### config.mk
export PLATFORM = sky130hd
export DESIGN_NAME = pipeline_hazard_ctrl
export DESIGN_NICKNAME = d
export VERILOG_FILES = /design/src/rtl/pipeline_hazard_ctrl.sv
export SDC_FILE = /design/constraint.sdc
export NUM_CORES = 1
export LEC_CHECK = 0
export ABC_AREA = 0
export CAP_MARGIN = 20
export CELL_PAD_IN_SITES_DETAIL_PLACEMENT = 0
export CELL_PAD_IN_SITES_GLOBAL_PLACEMENT = 1
export CORE_MARGIN = 4
export CORE_UTILIZATION = 31
export DETAILED_ROUTE_END_ITERATION = 8
export GPL_TIMING_DRIVEN = 0
export PLACE_DENSITY = 0.84
export SLEW_MARGIN = 20
export SYNTH_ARGS = -nofsm -noshare
export SYNTH_HDL_FRONTEND = slang
export SYNTH_SLANG_ARGS = --single-unit
### constraint.sdc
create_clock -name clk -period 3.2 [get_ports clk]
set_input_delay 0.32 -clock clk [delete_from_list [all_inputs] [get_ports clk]]
set_output_delay 0.32 -clock clk [all_outputs]
set_load 0.005 [all_outputs]
### src/rtl/pipeline_hazard_ctrl.sv
// Pipeline hazard controller: D-cache miss stall with timeout, branch flush and load-use stall.
// Optional performance counters are compiled in when HAZARD_PERF_CNT_EN is defined.
module pipeline_hazard_ctrl #(
   parameter int unsigned MISS_TIMEOUT = 256,
   parameter int unsigned REG_WIDTH    = 5
) (
   input  logic                 clk,
   input  logic                 rst_n,
   input  logic                 valid_d,
   input  logic [REG_WIDTH-1:0] rs1_d,
   input  logic [REG_WIDTH-1:0] rs2_d,
   input  logic                 valid_e,
   input  logic [REG_WIDTH-1:0] rd_e,
   input  logic                 mem_read_e,
   input  logic                 branch_taken_e,
   input  logic                 valid_m,
   input  logic                 mem_req_m,
   input  logic                 cache_ready_m,
   output logic                 pc_en,
   output logic                 fd_en,
   output logic                 de_en,
   output logic                 em_en,
   output logic                 mw_en,
   output logic                 fd_flush_n,
   output logic                 de_flush_n,
   output logic                 em_flush_n,
   output logic                 mw_flush_n,
`ifdef HAZARD_PERF_CNT_EN
   output logic [31:0]          stall_cycles,
   output logic [31:0]          flush_count,
   output logic [31:0]          miss_count,
`endif
   output logic                 miss_err
);

   localparam int unsigned CntW = (MISS_TIMEOUT > 1) ? $clog2(MISS_TIMEOUT) : 1;
   localparam logic [CntW-1:0] CntLast = CntW'(MISS_TIMEOUT - 1);

   typedef enum logic [1:0] {StRun, StMiss, StErr} state_e;

   state_e          state_q, state_d;
   logic [CntW-1:0] cnt_q, cnt_d;

   logic miss_now;
   logic load_use;
   logic branch;
   logic branch_flush;
   logic run_to_miss;

   assign miss_now = valid_m & mem_req_m & ~cache_ready_m;
   assign branch   = valid_e & branch_taken_e;
   assign load_use = valid_e & mem_read_e & (rd_e != '0) & valid_d &
                     ((rd_e == rs1_d) | (rd_e == rs2_d));

   // State and miss-cycle counter register
   always_ff @(posedge clk) begin
      if (!rst_n) begin
         state_q <= StRun;
         cnt_q   <= '0;
      end else begin
         state_q <= state_d;
         cnt_q   <= cnt_d;
      end
   end

   // Next-state and stall/flush decode; priority is ERR > miss > branch > load-use
   always_comb begin
      state_d      = state_q;
      cnt_d        = cnt_q;
      pc_en        = 1'b1;
      fd_en        = 1'b1;
      de_en        = 1'b1;
      em_en        = 1'b1;
      mw_en        = 1'b1;
      fd_flush_n   = 1'b1;
      de_flush_n   = 1'b1;
      em_flush_n   = 1'b1;
      mw_flush_n   = 1'b1;
      miss_err     = 1'b0;
      branch_flush = 1'b0;
      run_to_miss  = 1'b0;
      if (!rst_n) begin
         pc_en      = 1'b0;
         fd_en      = 1'b0;
         de_en      = 1'b0;
         em_en      = 1'b0;
         mw_en      = 1'b0;
         fd_flush_n = 1'b0;
         de_flush_n = 1'b0;
         em_flush_n = 1'b0;
         mw_flush_n = 1'b0;
      end else begin
         unique case (state_q)
            StRun: begin
               if (miss_now) begin
                  pc_en       = 1'b0;
                  fd_en       = 1'b0;
                  de_en       = 1'b0;
                  em_en       = 1'b0;
                  mw_en       = 1'b0;
                  mw_flush_n  = 1'b0;
                  state_d     = StMiss;
                  cnt_d       = '0;
                  run_to_miss = 1'b1;
               end else if (branch) begin
                  // Wrong-path D instruction is flushed, so any load-use on it is moot
                  fd_flush_n   = 1'b0;
                  de_flush_n   = 1'b0;
                  branch_flush = 1'b1;
               end else if (load_use) begin
                  pc_en      = 1'b0;
                  fd_en      = 1'b0;
                  de_flush_n = 1'b0;
               end
            end
            StMiss: begin
               if (cache_ready_m) begin
                  // Release cycle: everything advances; a frozen branch is seen next RUN cycle
                  state_d = StRun;
                  cnt_d   = '0;
               end else begin
                  pc_en      = 1'b0;
                  fd_en      = 1'b0;
                  de_en      = 1'b0;
                  em_en      = 1'b0;
                  mw_en      = 1'b0;
                  mw_flush_n = 1'b0;
                  if (cnt_q == CntLast) begin
                     state_d = StErr;
                  end else begin
                     cnt_d = cnt_q + 1'b1;
                  end
               end
            end
            StErr: begin
               pc_en      = 1'b0;
               fd_en      = 1'b0;
               de_en      = 1'b0;
               em_en      = 1'b0;
               mw_en      = 1'b0;
               fd_flush_n = 1'b0;
               de_flush_n = 1'b0;
               em_flush_n = 1'b0;
               mw_flush_n = 1'b0;
               miss_err   = 1'b1;
            end
            default: begin
               state_d = StRun;
               cnt_d   = '0;
            end
         endcase
      end
   end

`ifdef HAZARD_PERF_CNT_EN
   logic [31:0] stall_cycles_q, flush_count_q, miss_count_q;

   // Free-running wrap-around performance counters
   always_ff @(posedge clk) begin
      if (!rst_n) begin
         stall_cycles_q <= '0;
         flush_count_q  <= '0;
         miss_count_q   <= '0;
      end else begin
         if (!pc_en && (state_q != StErr)) stall_cycles_q <= stall_cycles_q + 32'd1;
         if (branch_flush)                 flush_count_q  <= flush_count_q + 32'd1;
         if (run_to_miss)                  miss_count_q   <= miss_count_q + 32'd1;
      end
   end

   assign stall_cycles = stall_cycles_q;
   assign flush_count  = flush_count_q;
   assign miss_count   = miss_count_q;
`else
   logic unused_flags;
   assign unused_flags = branch_flush ^ run_to_miss;
`endif

endmodule

==> metrics.cfg <==
[status]
status = completed

[timing]
post-route-period-util_pct = 89.09
fmaxAchievable_mhz = 350.8
max-slew-margin-rel_pct = 75.56
hold_viol_final = 0
setup_viol = 0
clock_skew_ns = 0.006353
layout_setup_ws_ns = 0.3490
tns_ns = 0
slew_violations = 0
period_minus_slack_ns = 2.851
rsz0062_at_grt = false
worst_pin_slew_ns = 0.3645

[power_and_ir_drop]
power_density_nw_per_um2 = 259.6
vdd.ir_drop.worst_uv = 287.3
leakage_uw = 0.0003973

[synth]
yosysSeqAreaShare_pct = 26.10
ys_warn_count = 0
synth_nets = 119
async_reset_ff_share_pct = 0
ys_seq_elements = 10
syn_area_per_cell_um2 = 8.159
synth_cells = 94
synth_flop_cell = dfxtp_1
syn_area_um2 = 767.0
ys_types = 34
synth_edf_count = 0

[route]
detail-route-antenna-nets = 0
remaining_drc_errors = 0
via_per_inst = 5.158
wl_per_cell_um = 13.43
num_vias = 815
drt_pass1_iterations = 4
initialDrtViolationCount = 23
drt-total-wl_um = 2122

[place]
place.gp.congestion = 0.9053
dp_hpwl_um = 1711
portBuffers = 33
post-place-ws_ns = 0.3313

[clocking]
cts_made_buffers = 3
cts-resized-gates = 0
cts_setup_buffers = 0
cts.sinks = 10
cts_tree = done
root_buffer = clkbuf_4
path_clk_slew_ns = 0.06
cts_hold_buffers = 0
clk_path_buf_depth = 2
htreeDepth = 1
clk_latency_ns = 0.26

[finish]
drive_gt1_share_pct = 10.00
nFillCells = 234
mostFrequentLayoutCell = clkdlybuf4s50_1
diodes = 0
multi_input_area_um2 = 520.5
final_cell_mix = clkdlybuf4s50_1 (33), xnor2_1 (10), nor2_1 (10), dfxtp_1 (10), nand2_1 (8)
final-seq-area_um2 = 200.2
syn_to_final_growth_pct = 50.57
layout.nets = 157

[global_route]
grt_pass1_wl_um = 3608
grt_max_degree = 11
overflow = 0
grt_pass1_vias = 806
grt.total_usage_pct = 13.28
antenna_found_initial = 0

[floorplanning]
start_util_pct = 33.70
die-area_um2 = 3334
rows = 17
ios = 34
fp.dieH_um = 57.74
core-area_um2 = 2276
fp.dieW_um = 57.74

[worst_setup_path]
worstPathRequired_ns = 2.88
cp_data_arrival_time_ns = 2.53
worstPathMaxFanout = 3
critical_path_class = input port to output pin
startpoint_type = input port
endpoint_kind = output pin

[run]
cap_violations = 0

[min_path]
holdCritPathClass = register to register

[metal layers]
metal / global-route usage (%) / share of wire (%)
met1: 17.07 / 48
met2: 22.10 / 42
met3: 3.563 / 8.8
met4: 2.980 / 0.80
met5: 0 / 0
[stage by stage]
stage	instance area, um^2	hold WS (ns)	utilization, %	total power [uW]	cells
after floorplan	767.0	0.4361	-	164.2	94
after global placement	1132	0.4836	49.75	216.5	155
after detailed placement	1132	0.5092	49.75	218.0	155
after CTS	1155	0.5252	50.74	301.1	158
after global routing	1155	0.5591	50.74	315.6	158
final	1155	0.5230	50.74	299.8	158
[final timing paths]
check           start       end  slack (ns)  cells after the start
min          cnt_q[7]  cnt_q[7]        0.52                      2
max           rd_e[2]     pc_en        0.35                      7
max reg2reg  cnt_q[0]  cnt_q[0]        1.50                      5
min reg2reg  cnt_q[7]  cnt_q[7]        0.52                      2
[sequential cells by signal (all words and copies together) (netlist names)]
signal   flops
state_q      2
cnt_q        8
[power by group]
part	total (uW)	internal, uW	switching, uW
Combinational	88.3	58.0	30.4
Sequential	126	125	1.09
Clock	85.1	43.4	41.7
Total	300	227	73.2
[cells in the mapped netlist (2+ instances only)]
master / count / area [um^2]
a21boi_0: 2 / 15.01
a21oi_1: 7 / 35.03
buf_4: 4 / 30.03
dfxtp_1: 10 / 200.2
inv_1: 3 / 11.26
nand2_1: 8 / 30.03
nand3_1: 4 / 20.02
nor2_1: 10 / 37.54
o2111ai_1: 3 / 26.28
o21ai_0: 4 / 20.02
o22ai_1: 2 / 12.51
o31ai_1: 2 / 15.01
or4_1: 3 / 22.52
xnor2_1: 10 / 87.58
xor2_1: 3 / 26.28
[cell type report]
type,count,share of cell area (%)
plain buffers,5,3.034
inverters,3,0.9751
well taps,28,3.034
multi-input cells,76,45.07
flip-flops and latches,10,17.33
clock buffers,3,1.950
repair buffers,33,28.60
[kinds of logic (layout without fill, tap and decap cells)]
kind of cell,count (synthesis),count (layout),share of synthesized area [%]
XOR/XNOR,13,13,14.85
AND/OR/NAND/NOR,37,37,27.57
adder cells (fa/ha/maj),1,1,1.631
AO/OA/AOI/OAI,24,24,22.51
buffers and inverters,8,44,6.035
flip-flops,10,10,26.10
multiplexers,1,1,1.305
[critical path: stages]
cell and delay (ns):
clkdlybuf4s50_1 0.48, or4_1 0.54, o2111ai_1 0.25, nor3b_1 0.08, a21boi_0 0.23, buf_4 0.14
clkdlybuf4s50_1 0.48
Note: power is estimated with default switching activity, not from simulation.
